[src/rtl/muldiv_unit_if.sv]
// ---------------------------------------------------------------------------
// muldiv_unit_if
// Handshake/operand bundle between the execute stage and the iterative
// multiply/divide unit. Signal prefixes are from the unit's point of view.
//   i_start       : latch operands/mode and begin an operation
//   i_abort       : cancel the operation in flight
//   i_mode        : 00 multu, 01 mult, 10 divu, 11 div
//   i_src_a       : multiplicand / dividend
//   i_src_b       : multiplier / divisor
//   o_busy        : operation in flight, further starts ignored
//   o_valid       : one-cycle pulse, o_hi/o_lo updated this cycle
//   o_hi          : product upper half / remainder
//   o_lo          : product lower half / quotient
//   o_div_by_zero : last completed divide had a zero divisor
// ---------------------------------------------------------------------------
interface muldiv_unit_if #(
  parameter int WIDTH = 32
);
  logic             i_start;
  logic             i_abort;
  logic [1:0]       i_mode;
  logic [WIDTH-1:0] i_src_a;
  logic [WIDTH-1:0] i_src_b;
  logic             o_busy;
  logic             o_valid;
  logic [WIDTH-1:0] o_hi;
  logic [WIDTH-1:0] o_lo;
  logic             o_div_by_zero;

  // Requester side (execute stage / hazard unit)
  modport master (
    output i_start, i_abort, i_mode, i_src_a, i_src_b,
    input  o_busy, o_valid, o_hi, o_lo, o_div_by_zero
  );

  // Unit side
  modport slave (
    input  i_start, i_abort, i_mode, i_src_a, i_src_b,
    output o_busy, o_valid, o_hi, o_lo, o_div_by_zero
  );
endinterface

[src/rtl/muldiv_unit.sv]
// ---------------------------------------------------------------------------
// muldiv_unit
// Iterative multiply/divide unit. Signed operands are reduced to magnitudes
// when the operation starts, WIDTH shift-add (multiply) or restoring
// shift-subtract (divide) steps run, then one cycle applies sign correction
// and forms the result, which is published with a one-cycle valid pulse.
// Ports:
//   i_clk : clock, all state updates on the rising edge
//   i_rst : synchronous active-high reset
//   bus   : muldiv_unit_if slave modport (start/abort/mode/operands in,
//           busy/valid/hi/lo/div_by_zero out, all outputs registered)
// ---------------------------------------------------------------------------
module muldiv_unit #(
  parameter int WIDTH = 32
) (
  input  logic         i_clk,
  input  logic         i_rst,
  muldiv_unit_if.slave bus
);

  localparam int CW = $clog2(WIDTH);

  typedef enum logic [1:0] {
    S_IDLE = 2'd0,
    S_RUN  = 2'd1,
    S_FIX  = 2'd2,
    S_DONE = 2'd3
  } state_t;

  state_t           r_state;
  state_t           w_next;

  logic [CW-1:0]    r_cnt;
  logic [WIDTH-1:0] r_hi;        // partial product high / partial remainder
  logic [WIDTH-1:0] r_lo;        // multiplier / dividend shifting into quotient
  logic [WIDTH-1:0] r_b;         // multiplicand / divisor magnitude
  logic [WIDTH-1:0] r_src_a;     // raw dividend, returned on divide by zero
  logic             r_is_div;
  logic             r_neg_q;     // product / quotient must be negated
  logic             r_neg_r;     // remainder must be negated
  logic             r_b_zero;

  logic             r_busy;
  logic             r_valid;
  logic [WIDTH-1:0] r_res_hi;
  logic [WIDTH-1:0] r_res_lo;
  logic             r_dbz;

  logic             w_accept;
  logic             w_a_sgn;
  logic             w_b_sgn;
  logic [WIDTH:0]   w_mul_sum;
  logic [WIDTH:0]   w_div_shift;
  logic             w_div_ge;
  logic [WIDTH-1:0] w_div_rem;
  logic [2*WIDTH-1:0] w_prod_fix;
  logic [WIDTH-1:0] w_q_fix;
  logic [WIDTH-1:0] w_r_fix;
  logic [WIDTH-1:0] w_fix_hi;
  logic [WIDTH-1:0] w_fix_lo;
  logic             w_fix_dbz;

  // Two's-complement magnitude; the most-negative value maps to 2^(WIDTH-1)
  // which is representable as an unsigned WIDTH-bit number.
  function automatic logic [WIDTH-1:0] mag(input logic [WIDTH-1:0] v,
                                           input logic             is_signed);
    if (is_signed && v[WIDTH-1]) begin
      mag = {WIDTH{1'b0}} - v;
    end else begin
      mag = v;
    end
  endfunction

  // Abort has priority over start in the idle/done states.
  assign w_accept = ((r_state == S_IDLE) || (r_state == S_DONE)) &&
                    bus.i_start && !bus.i_abort;
  assign w_a_sgn  = bus.i_mode[0] & bus.i_src_a[WIDTH-1];
  assign w_b_sgn  = bus.i_mode[0] & bus.i_src_b[WIDTH-1];

  // Next-state logic.
  always_comb begin
    w_next = r_state;
    case (r_state)
      S_IDLE, S_DONE: begin
        if (w_accept) begin
          w_next = S_RUN;
        end else begin
          w_next = S_IDLE;
        end
      end
      S_RUN: begin
        if (bus.i_abort) begin
          w_next = S_IDLE;
        end else if (r_cnt == {CW{1'b0}}) begin
          w_next = S_FIX;
        end else begin
          w_next = S_RUN;
        end
      end
      S_FIX: begin
        if (bus.i_abort) begin
          w_next = S_IDLE;
        end else begin
          w_next = S_DONE;
        end
      end
      default: w_next = S_IDLE;
    endcase
  end

  // Single-step arithmetic for both algorithms.
  always_comb begin
    w_mul_sum   = {1'b0, r_hi} +
                  (r_lo[0] ? {1'b0, r_b} : {(WIDTH+1){1'b0}});
    w_div_shift = {r_hi, r_lo[WIDTH-1]};
    w_div_ge    = (w_div_shift >= {1'b0, r_b});
    // When the trial subtraction succeeds the result is below the divisor,
    // so the dropped top bit is always zero.
    w_div_rem   = w_div_shift[WIDTH-1:0] - r_b;
  end

  // Sign correction and result selection for the FIX cycle.
  always_comb begin
    w_prod_fix = r_neg_q ? ({(2*WIDTH){1'b0}} - {r_hi, r_lo}) : {r_hi, r_lo};
    w_q_fix    = r_neg_q ? ({WIDTH{1'b0}} - r_lo) : r_lo;
    w_r_fix    = r_neg_r ? ({WIDTH{1'b0}} - r_hi) : r_hi;
    w_fix_hi   = w_prod_fix[2*WIDTH-1:WIDTH];
    w_fix_lo   = w_prod_fix[WIDTH-1:0];
    w_fix_dbz  = 1'b0;
    if (!r_is_div) begin
      w_fix_hi  = w_prod_fix[2*WIDTH-1:WIDTH];
      w_fix_lo  = w_prod_fix[WIDTH-1:0];
      w_fix_dbz = 1'b0;
    end else if (r_b_zero) begin
      w_fix_hi  = r_src_a;
      w_fix_lo  = {WIDTH{1'b1}};
      w_fix_dbz = 1'b1;
    end else begin
      w_fix_hi  = w_r_fix;
      w_fix_lo  = w_q_fix;
      w_fix_dbz = 1'b0;
    end
  end

  // State register.
  always_ff @(posedge i_clk) begin
    if (i_rst) begin
      r_state <= S_IDLE;
    end else begin
      r_state <= w_next;
    end
  end

  // Status outputs registered from the next state so they track the FSM.
  always_ff @(posedge i_clk) begin
    if (i_rst) begin
      r_busy  <= 1'b0;
      r_valid <= 1'b0;
    end else begin
      r_busy  <= (w_next == S_RUN) || (w_next == S_FIX);
      r_valid <= (w_next == S_DONE);
    end
  end

  // Operand latch, iteration datapath and result registers.
  always_ff @(posedge i_clk) begin
    if (i_rst) begin
      r_cnt    <= {CW{1'b0}};
      r_hi     <= {WIDTH{1'b0}};
      r_lo     <= {WIDTH{1'b0}};
      r_b      <= {WIDTH{1'b0}};
      r_src_a  <= {WIDTH{1'b0}};
      r_is_div <= 1'b0;
      r_neg_q  <= 1'b0;
      r_neg_r  <= 1'b0;
      r_b_zero <= 1'b0;
      r_res_hi <= {WIDTH{1'b0}};
      r_res_lo <= {WIDTH{1'b0}};
      r_dbz    <= 1'b0;
    end else begin
      case (r_state)
        S_IDLE, S_DONE: begin
          if (w_accept) begin
            r_cnt    <= CW'(WIDTH - 1);
            r_hi     <= {WIDTH{1'b0}};
            r_lo     <= mag(bus.i_src_a, bus.i_mode[0]);
            r_b      <= mag(bus.i_src_b, bus.i_mode[0]);
            r_src_a  <= bus.i_src_a;
            r_is_div <= bus.i_mode[1];
            r_neg_q  <= w_a_sgn ^ w_b_sgn;
            r_neg_r  <= w_a_sgn;
            r_b_zero <= (bus.i_src_b == {WIDTH{1'b0}});
          end
        end
        S_RUN: begin
          if (!bus.i_abort) begin
            if (r_cnt != {CW{1'b0}}) begin
              r_cnt <= r_cnt - {{(CW-1){1'b0}}, 1'b1};
            end
            if (!r_is_div) begin
              r_hi <= w_mul_sum[WIDTH:1];
              r_lo <= {w_mul_sum[0], r_lo[WIDTH-1:1]};
            end else if (w_div_ge) begin
              r_hi <= w_div_rem;
              r_lo <= {r_lo[WIDTH-2:0], 1'b1};
            end else begin
              r_hi <= w_div_shift[WIDTH-1:0];
              r_lo <= {r_lo[WIDTH-2:0], 1'b0};
            end
          end
        end
        S_FIX: begin
          // Results change only on the edge that enters DONE.
          if (!bus.i_abort) begin
            r_res_hi <= w_fix_hi;
            r_res_lo <= w_fix_lo;
            r_dbz    <= w_fix_dbz;
          end
        end
        default: begin
          r_cnt <= {CW{1'b0}};
        end
      endcase
    end
  end

  assign bus.o_busy        = r_busy;
  assign bus.o_valid       = r_valid;
  assign bus.o_hi          = r_res_hi;
  assign bus.o_lo          = r_res_lo;
  assign bus.o_div_by_zero = r_dbz;

endmodule

[src/flat_wrapper.sv]
// flat-port wrapper written by rule: the top's interface ports become plain ports
module muldiv_unit_flat 
#(
  parameter int WIDTH = 32
)
  (i_clk, i_rst, bus_i_start, bus_i_abort, bus_i_mode, bus_i_src_a, bus_i_src_b, bus_o_busy, bus_o_valid, bus_o_hi, bus_o_lo, bus_o_div_by_zero);
  muldiv_unit_if #(.WIDTH(WIDTH)) bus_i ();
  input  logic i_clk;
  input  logic i_rst;
  input wire logic [$bits(bus_i.i_start)-1:0] bus_i_start;
  input wire logic [$bits(bus_i.i_abort)-1:0] bus_i_abort;
  input wire logic [$bits(bus_i.i_mode)-1:0] bus_i_mode;
  input wire logic [$bits(bus_i.i_src_a)-1:0] bus_i_src_a;
  input wire logic [$bits(bus_i.i_src_b)-1:0] bus_i_src_b;
  output wire logic [$bits(bus_i.o_busy)-1:0] bus_o_busy;
  output wire logic [$bits(bus_i.o_valid)-1:0] bus_o_valid;
  output wire logic [$bits(bus_i.o_hi)-1:0] bus_o_hi;
  output wire logic [$bits(bus_i.o_lo)-1:0] bus_o_lo;
  output wire logic [$bits(bus_i.o_div_by_zero)-1:0] bus_o_div_by_zero;
  assign bus_i.i_start = bus_i_start;
  assign bus_i.i_abort = bus_i_abort;
  assign bus_i.i_mode = bus_i_mode;
  assign bus_i.i_src_a = bus_i_src_a;
  assign bus_i.i_src_b = bus_i_src_b;
  assign bus_o_busy = bus_i.o_busy;
  assign bus_o_valid = bus_i.o_valid;
  assign bus_o_hi = bus_i.o_hi;
  assign bus_o_lo = bus_i.o_lo;
  assign bus_o_div_by_zero = bus_i.o_div_by_zero;
  muldiv_unit #(.WIDTH(WIDTH)) u_core (.i_clk(i_clk), .i_rst(i_rst), .bus(bus_i));
endmodule
[config.mk]
export PLATFORM = sky130hd
export DESIGN_NAME = muldiv_unit_flat
export DESIGN_NICKNAME = d
export VERILOG_FILES = /design/src/rtl/muldiv_unit_if.sv /design/src/rtl/muldiv_unit.sv /design/src/flat_wrapper.sv
export SDC_FILE = /design/constraint.sdc
export NUM_CORES = 1
export LEC_CHECK = 0
export BUFFER_PORTS_ARGS = -buffer_cell sky130_fd_sc_hd__buf_4
export CORE_ASPECT_RATIO = 1.2
export CORE_MARGIN = 1
export CORE_UTILIZATION = 55
export CTS_CLUSTER_SIZE = 24
export DETAILED_ROUTE_END_ITERATION = 8
export GPL_TIMING_DRIVEN = 0
export PLACE_DENSITY_LB_ADDON = 0.25
export SYNTH_ARGS = -nofsm -noshare
export SYNTH_HDL_FRONTEND = slang
export SYNTH_SLANG_ARGS = --single-unit
[constraint.sdc]
create_clock -name i_clk -period 4 [get_ports i_clk]
set_input_delay 0.8 -clock i_clk [delete_from_list [all_inputs] [get_ports i_clk]]
set_output_delay 0.8 -clock i_clk [all_outputs]
set_load 0.01 [all_outputs]
### Yosys cells after proc, flatten, opt, wreduce, memory -nomap -nowiden

Index checks and enable logic that the tools add are counted.

| storage, ports and cells | value |
|---|---|
| logic and storage cells | 85 |
| register bits after elaboration | 206 |
| output and inout port bits | 67 |
| input port bits | 70 |

| cells by class | value |
|---|---|
| magnitude comparators | 1 |
| $add $sub $neg | 8 |
| reductions and logical operators | 17 |
| bitwise logic cells | 4 |
| eq/ne operators | 9 |
| multiplexer cells | 31 |

Operators by type and width:

| kind | count |
|---|---|
| 32-bit two-way mux | 16 |
| 32-bit case mux with 2 select lines | 2 |
| 1-bit by 32-bit subtractor with 32-bit output, first input constant | 4 |
| 64-bit two-way mux | 1 |
| 1-bit by 64-bit subtractor with 64-bit output, first input constant | 1 |
| 32-bit by 33-bit adder with 33-bit output | 1 |
| 33-bit by 32-bit >= comparator with 1-bit output | 1 |
| 32-bit zero test | 1 |
| 32-bit subtractor | 1 |
| 5-bit two-way mux | 3 |
| 5-bit case mux with 2 select lines | 1 |
| 2-bit == test, second input constant | 4 |
| 2-bit two-way mux | 3 |
| 2-bit case mux with 3 select lines | 1 |
| 5-bit zero test | 1 |
| 5-bit nonzero test | 1 |
| 5-bit by 1-bit subtractor with 5-bit output, second input constant | 1 |
| 2-bit by 1-bit == test with 1-bit output, second input constant | 2 |
| 1-bit logical AND | 4 |
| 1-bit two-way mux | 4 |
| 2-bit by 1-bit inequality test with 1-bit output, second input constant | 2 |
| 2-bit AND reduction | 2 |
| 4-bit AND reduction | 1 |
| 3-bit AND reduction | 1 |
| other kinds (9) | 11 |

### Depth between registers and ports, before layout

Gate-level depths: netlist (run 1).

| logic depth | value |
|---|---|
| word-level depth | 8 |
| gate-level depth with buffers | 14 |
| gate-level depth less buffers | 13 |

### Least setup slack after synthesis (run 1)

OpenSTA, ideal clock, no wires.

| path | value |
|---|---|
| path kind | input-to-reg |
| start | input bus_i_src_b[8] |
| end | register u_core.r_b[30] |
| data arrival time | 3.188 ns |
| path buffers | 0 |
| stages on the path | 8 |
| required time | 3.914 ns |
| path slack | 0.726 ns |
| path through | or4_1 > or4_1 > nor4bb_1 > nand3_1 > nor2b_1 > a21oi_1 > xnor2_1 > a211oi_1 |

| between the ends | value |
|---|---|
| longest elaborated chain between the ends | 2 |

RTL lines:

| element | RTL line | text |
|---|---|---|
| start: declaration | flat_wrapper.sv:14 | `input wire logic [$bits(bus_i.i_src_b)-1:0] bus_i_src_b;` |
| 1-bit by 32-bit subtractor with 32-bit output | muldiv_unit.sv:68 | `mag = {WIDTH{1'b0}} - v;` |
| 32-bit two-way mux | muldiv_unit.sv:67 | `if (is_signed && v[WIDTH-1]) begin` |
| end signal: assignment | muldiv_unit.sv:171 | `r_b <= {WIDTH{1'b0}};` |
| end signal: assignment | muldiv_unit.sv:187 | `r_b <= mag(bus.i_src_b, bus.i_mode[0]);` |
| end: declaration | muldiv_unit.sv:36 | `logic [WIDTH-1:0] r_b;` |

No other way between the ends.
A chain may end at the register's enable or synchronous reset.

### Worst setup path in the final report (run 1)

| path | value |
|---|---|
| start | register u_core.r_lo[0] |
| end | register u_core.r_res_hi[22] (netlist: u_core.bus.o_hi[22]) |

| between the ends | value |
|---|---|
| longest elaborated chain between the ends | 3 |

RTL lines:

| element | RTL line | text |
|---|---|---|
| start: declaration | muldiv_unit.sv:35 | `logic [WIDTH-1:0] r_lo;` |
| start signal: assignment | muldiv_unit.sv:170 | `r_lo <= {WIDTH{1'b0}};` |
| start signal: assignment | muldiv_unit.sv:186 | `r_lo <= mag(bus.i_src_a, bus.i_mode[0]);` |
| start signal: assignment | muldiv_unit.sv:202 | `r_lo <= {w_mul_sum[0], r_lo[WIDTH-1:1]};` |
| 1-bit by 64-bit subtractor with 64-bit output | muldiv_unit.sv:124 | `w_prod_fix = r_neg_q ? ({(2*WIDTH){1'b0}} - {r_hi, r_lo}) : {r_hi, r_lo};` |
| 64-bit two-way mux | muldiv_unit.sv:124 |  |
| 32-bit two-way mux | muldiv_unit.sv:130 | `if (!r_is_div) begin` |
| end signal: assignment | muldiv_unit.sv:177 | `r_res_hi <= {WIDTH{1'b0}};` |
| end signal: assignment | muldiv_unit.sv:215 | `r_res_hi <= w_fix_hi;` |
| end: declaration | muldiv_unit.sv:45 | `logic [WIDTH-1:0] r_res_hi;` |

No other way between the ends.

==> flow_metrics.tcl, run 1 <==
set metrics [dict create \
    status "complete, no violations" \
    io_pins 137 \
    cp_num_buf_inv 3 \
    synth_warnings 0 \
    period_needed_ps 3970 \
    port_buffers 135 \
    postCtsSetupBuffers 0 \
    syn_to_final_growth_pct 15.2 \
    fin_crit_sh_pct 99.3 \
    drv_cap 0 \
    drc 0 \
    final_cells 2659 \
    netlist_area_mm2 0.0155 \
    hp-class "register to register" \
    die-area_mm2 0.0289 \
    hpwl_um 46400 \
    synth_cell_types 69 \
    hold_violations 0 \
    slew_violations 0 \
    core_mm2 0.0278 \
    yosys_register_bits 206 \
    drive_gt1_share_pct 9.65 \
    antenna_found_initial 0 \
    avgSynthCellArea_um2 7.39 \
    p_leak_uw 0.00702 \
    post-place-ws_ps -250 \
    drt-total-wl_um 59300 \
    grt_use_total_pct 40.6 \
    synth_top_flop_cell "dfxtp_1" \
    synth-edff-count 0 \
    vias 16800 \
    cts_max_level 1 \
    clkSinkCount 206 \
    layout_setup_ws_ps 28.3 \
    fmax_mhz 252 \
    viasPerCell 6.30 \
    netlist_instances 2100 \
    cts_buffers 24 \
    cts.path.max_buffers 3 \
    finClkSkew_ps 29.9 \
    ant_nets 0 \
    finalSetupViolCount 0 \
    start_kind "register" \
    die_h_um 186 \
    vdd_ir_drop_max_v 0.000347 \
    clkTransAtPathRegs_ps 70 \
    routed.top_layer "met4" \
    relSlewSlack_pct 35.0 \
    grt_pass1_vias 15700 \
    drt_first_iter_violations 1647 \
    fp.dieW_um 155 \
    overflow 0 \
    rows 67 \
    worstSetupPathType "register to register" \
    cts-root-buf "clkbuf_16" \
    cts_tree "done" \
    ys_seq_area_share_pct 26.6 \
    cp_top_family "simple AND/OR/NAND/NOR gates" \
    worstPathArrival_ps 4360 \
    grt_start_max_net_pins 14 \
    numPlacedInstances 2614 \
    async_flop_share_pct 0 \
    gp_congestion 1.03 \
    insertion_delay_ps 570 \
    synth_nets 2243 \
    dr.pass1.iters 7 \
    required_ps 4390 \
    cp_max_fo 10 \
    rsz0062_at_grt "no" \
    wl_per_cell_um 22.3 \
    worstMarginPinSlew_ps 961 \
    final.fill_count 2636 \
    start_util_pct 55.8 \
    cp-end-kind "register" \
    postCtsHoldBufs 0 \
    wl_met3_um 4450 \
    crit_path_max_incr_delay_ps 450 \
    crit_path_cell_trace "inv_1 -> buf_2 -> ha_1 -> nand3_1 -> nor3_1 -> nand3_1 -> clkbuf_2 -> o21ai_0 -> xor2_1 -> nor2_1 -> a211oi_1 -> nor3_1" \
    wl_met2_um 27800 \
    cts-resized-gates 5 \
    p_per_area_mw_per_mm2 309 \
    drt-met1-wl_um 22400 \
    cp_slowest_cell "nor3_1" \
    grt_pass1_wl_um 89100 \
    nets 2404 \
]
==> where the power goes <==
group	total (uW)	switching, uW	internal [uW]
clock network	2310	944	1370
logic	1030	675	354
registers	2180	61.0	2120
total	5520	1680	3840
==> per-stage QoR <==
stage	TNS (ps)	area [um2]	utilization, %	hold slack, ps	total power (uW)
2_1_floorplan	0	15500	-	431	2840
3_3_place_gp	-3660	17000	61.1	440	3190
3_5_place_dp	-4230	17000	61.1	440	3210
4_1_cts	0	17800	64.1	454	5480
5_1_grt	0	17900	64.2	468	5680
6_report	0	17900	64.2	453	5520
==> tightest hold or removal path: stages (launching register included) <==
cell	delay, ps
dfxtp_1	300
nand2_1	50
a21oi_1	50
==> cell usage in the layout (no fill, tap or decap), types with 9 or more instances in the layout <==
| cell type | n |
|---|---|
| o21a_1 | 9 |
| o21ai_0 | 116 |
| nor3_1 | 38 |
| o211ai_1 | 56 |
| ha_1 | 71 |
| dfxtp_1 | 206 |
| inv_1 | 80 |
| buf_4 | 136 |
| o31ai_1 | 28 |
| a21o_1 | 20 |
| clkbuf_16 | 24 |
| and3_1 | 9 |
| or3_1 | 28 |
| a22oi_1 | 16 |
| xor2_1 | 88 |
| clkbuf_1 | 133 |
| mux2i_1 | 65 |
| nor2b_1 | 9 |
| a211o_1 | 11 |
| mux2_2 | 9 |
| a311oi_1 | 9 |
| or4_1 | 15 |
| a21oi_1 | 190 |
| xnor2_1 | 105 |
| and2_1 | 9 |
| a31oi_1 | 21 |
| nand2b_1 | 18 |
| nor2_1 | 208 |
| nand4_1 | 14 |
| a211oi_1 | 74 |
| o41ai_1 | 9 |
| nor4_1 | 13 |
| nand2_1 | 288 |
| nand3_1 | 25 |
| o21bai_1 | 10 |
==> final timing paths <==
check                             startpoint  depth (start not counted)  slack [ps]                               end
min reg2reg  u_core.bus.o_hi[5]$_SDFFE_PP0P_                          2         450   u_core.bus.o_hi[5]$_SDFFE_PP0P_
max              u_core.r_lo[0]$_SDFFE_PP0P_                         12          30  u_core.bus.o_hi[22]$_SDFFE_PP0P_
max reg2reg      u_core.r_lo[0]$_SDFFE_PP0P_                         12          30  u_core.bus.o_hi[22]$_SDFFE_PP0P_
min          u_core.bus.o_hi[5]$_SDFFE_PP0P_                          2         450   u_core.bus.o_hi[5]$_SDFFE_PP0P_
==> registers in the layout, indices dropped and copies added, names as in the netlist <==
name	cells
u_core.bus.o_hi	32
u_core.bus.o_lo	32
u_core.r_neg_r	1
u_core.r_lo	32
u_core.r_is_div	1
u_core.r_b_zero	1
u_core.r_hi	32
u_core.bus.o_div_by_zero	1
u_core.r_neg_q	1
u_core.r_state	2
u_core.r_cnt	5
u_core.r_b	32
u_core.r_src_a	32
u_core.bus.o_valid	1
u_core.bus.o_busy	1
==> cells in the mapped netlist, drive strengths merged (9+ instances only) <==
cell type  instances  area [um2]
clkbuf           133         499
nand4             14        87.6
o21a               9        67.6
nand3             25         125
o21ai            119         596
or2                9        58.8
o21bai            11        82.6
inv               80         300
nand2            288        1080
o41ai             11         115
nand2b            18         113
or4               16         124
nor2b              9        56.3
a211o             11        96.3
ha                71         888
and2               9        56.3
nor2             208         781
a22oi             16         120
o31ai             30         239
nor4              14        87.6
buf               17        87.6
dfxtp            206        4120
a311oi             9        78.8
or3               28         175
a21o              20         150
mux2i             65         651
xor2              88         771
and3               9        56.3
o211ai            56         420
nor3              38         190
a211oi            74         556
a21oi            192         961
mux2               9         101
xnor2            105         920
a31oi             21         131
==> cell families (layout without fill, tap and decap cells) <==
| kind of cell | after synthesis | count (layout) | synth area share (%) |
|---|---|---|---|
| buffers and inverters | 230 | 409 | 5.72 |
| other | 0 | 1 | 0 |
| muxes | 74 | 74 | 4.85 |
| xor gates and xnor gates | 193 | 193 | 10.9 |
| AOI/OAI and AO/OA | 618 | 618 | 25.6 |
| DFF | 206 | 206 | 26.6 |
| and+or+nand+nor | 706 | 706 | 20.4 |
| adders and majority gates | 73 | 73 | 5.98 |
==> layout make-up <==
class	instances	area, um2	area share (%)
multi-input combinational	1664	10600	59.0
antenna	1	2.50	0.0140
clock inverter	15	195	1.09
buffer	150	596	3.33
clock buffer	29	619	3.46
sequential	206	4120	23.1
tap	379	474	2.65
timing repair buffer	135	1010	5.67
inverter	80	300	1.68
==> layer usage <==
metal / vias up / global-route usage, %
met5: - / 0
met4: 0 / 30.9
met3: 231 / 4.96
met2: 888 / 69.0
met1: 7855 / 46.6
li1: 7782 / -
No activity file was read; power rests on OpenSTA's default activity.
==> inputs of run 2 (changes only) <==
--- a/config.mk
+++ b/config.mk
@@ -8,7 +8,7 @@
 export BUFFER_PORTS_ARGS = -buffer_cell sky130_fd_sc_hd__buf_4
 export CORE_ASPECT_RATIO = 1.2
 export CORE_MARGIN = 1
-export CORE_UTILIZATION = 55
+export CORE_UTILIZATION = 30
 export CTS_CLUSTER_SIZE = 24
 export DETAILED_ROUTE_END_ITERATION = 8
 export GPL_TIMING_DRIVEN = 0
==> run 2 against run 1 <==
Against the previous run:
- register-to-register slack better by 120 ps
- design area rose by 2.5%
- first-iteration DRC count down 26%
- via count fell by 2.1%
- hold slack lost 4.1 ps
- flip-flop and latch count is the same
- combinational power barely moved
- cell count is 10% higher
- core utilization fell by 28 points
- critical endpoint is now u_core.r_hi[19]$_SDFFE_PP0P_
- largest power group unchanged
==> flow_metrics.tcl, run 2 (synthesized netlist as in run 1, its figures left out) <==
set metrics [dict create \
    vias 16400 \
    slew_violations 0 \
    nets 2406 \
    final_cell_mix "nand2_1, nor2_1, dfxtp_1" \
    drt-total-wl_um 64600 \
    io_pins 137 \
    relSlewSlack_pct 20.2 \
    vdd_ir_drop_max_v 0.000331 \
    cts_max_level 1 \
    finalSetupViolCount 0 \
    r2r_slack_ps 150 \
    drive_gt1_share_pct 10.0 \
    numPlacedInstances 2879 \
    hpwl_um 51300 \
    grt_pass1_vias 16000 \
    gp_congestion 0.960 \
    drc 0 \
    worstSetupPathType "register to register" \
    final_common_cell "nand2_1" \
    period_needed_ps 3850 \
    worstPathArrival_ps 4310 \
    die_h_um 251 \
    dr.pass1.iters 5 \
    crit_path_cell_trace "inv_1 -> ha_1 -> nor2b_1 -> o31a_1 -> o21ai_0 -> a21oi_2 -> a31oi_1 -> o21bai_4 -> clkbuf_2 -> mux2i_1 -> nor2_1 -> a221o_1" \
    cp-end-kind "register" \
    drt_first_iter_violations 1218 \
    crit_path_max_incr_delay_ps 620 \
    hold_violations 0 \
    ant_nets 0 \
    p_per_area_mw_per_mm2 313 \
    p_leak_uw 0.00707 \
    insertion_delay_ps 580 \
    port_buffers 135 \
    cp_max_fo 10 \
    start_kind "register" \
    rsz0062_at_grt "no" \
    grt_use_total_pct 24.0 \
    required_ps 4460 \
    cp_slowest_cell "a31oi_1" \
    grt_start_max_net_pins 15 \
    rows 90 \
    syn_to_final_growth_pct 18.1 \
    fmax_mhz 260 \
    clkSinkCount 206 \
    cp_top_family "compound AO/OA/AOI/OAI gates" \
    post-place-ws_ps -531 \
    start_util_pct 30.6 \
    grt_pass1_wl_um 97300 \
    status "complete, no violations" \
    overflow 0 \
    final_cells 2927 \
    cts_tree "done" \
    cts-root-buf "clkbuf_16" \
    power.total_uw 5740 \
    die-area_mm2 0.0526 \
    num_antenna_cells 0 \
    antenna_found_initial 1 \
    cts_buffers 26 \
    cts.path.max_buffers 3 \
    hp-class "register to register" \
    drv_cap 0 \
    core_mm2 0.0507 \
    viasPerCell 5.60 \
    finClkSkew_ps 22.4 \
    fp.dieW_um 210 \
    fin_crit_sh_pct 96.3 \
    cp_num_buf_inv 2 \
    wl_per_cell_um 22.1 \
    clkTransAtPathRegs_ps 60 \
    worstMarginPinSlew_ps 1200 \
    layout_setup_ws_ps 148 \
]
==> run 2: through the flow <==
| stage | area, um2 | hold WS (ps) | setup TNS [ps] | util (%) |
|---|---|---|---|---|
| 6_report | 18300 | 449 | 0 | 36.2 |
| 5_1_grt | 18300 | 480 | 0 | 36.2 |
| 4_1_cts | 18300 | 453 | 0 | 36.1 |
| 3_5_place_dp | 17300 | 444 | -9380 | 34.2 |
| 3_3_place_gp | 17300 | 445 | -10170 | 34.2 |
| 2_1_floorplan | 15500 | 431 | 0 | - |
==> run 2: timing repair <==
action,in CTS,in global routing
endpoints found under the setup margin,30,19
pin swaps,0,0
buffers inserted,1,0
hold buffers,0,0
resized for setup,11,6
==> run 2: area by class of cell <==
type / count / area (um2)
Buffer: 149 / 589
Clock buffer: 34 / 741
Clock inverter: 14 / 184
Fill cell: 5420 / 32300
Inverter: 80 / 304
Multi-Input combinational cell: 1664 / 10600
Sequential cell: 206 / 4130
Tap cell: 644 / 806
Timing Repair Buffer: 136 / 1020
==> run 2: per-layer routing <==
layer | wire length, um | up-vias | GRT usage, %
li1 | - | 7816 | -
met1 | 26200 | 7883 | 28.3
met2 | 31800 | 539 | 42.8
met3 | 3380 | 160 | 2.84
met4 | 3210 | 0 | 11.5
met5 | 0 | - | 0
==> run 2: worst paths after layout <==
| check | startpoint | to | cells past startpoint |
|---|---|---|---|
| setup / recovery | u_core.r_b[1]$_SDFFE_PP0P_ | u_core.r_hi[19]$_SDFFE_PP0P_ | 12 |
| hold / removal | u_core.bus.o_hi[28]$_SDFFE_PP0P_ | u_core.bus.o_hi[28]$_SDFFE_PP0P_ | 2 |
| setup reg to reg | u_core.r_b[1]$_SDFFE_PP0P_ | u_core.r_hi[19]$_SDFFE_PP0P_ | 12 |
| hold reg to reg | u_core.bus.o_hi[28]$_SDFFE_PP0P_ | u_core.bus.o_hi[28]$_SDFFE_PP0P_ | 2 |
==> run 2: worst register-to-register path, cell delays in order (launching register included) <==
cell,delay (ps)
dfxtp_1,470
inv_1,130
ha_1,330
nor2b_1,150
o31a_1,290
o21ai_0,400
a21oi_2,190
a31oi_1,620
o21bai_4,250
clkbuf_2,330
mux2i_1,250
nor2_1,60
a221o_1,280
==> run 2: power breakdown <==
group	internal, uW	switching (uW)	total, uW	leakage (uW)
combinational	354	660	1010	0.00494
sequential	2120	66.7	2180	0.00167
clock	1510	1030	2540	0.000457
total	3980	1760	5740	0.00707
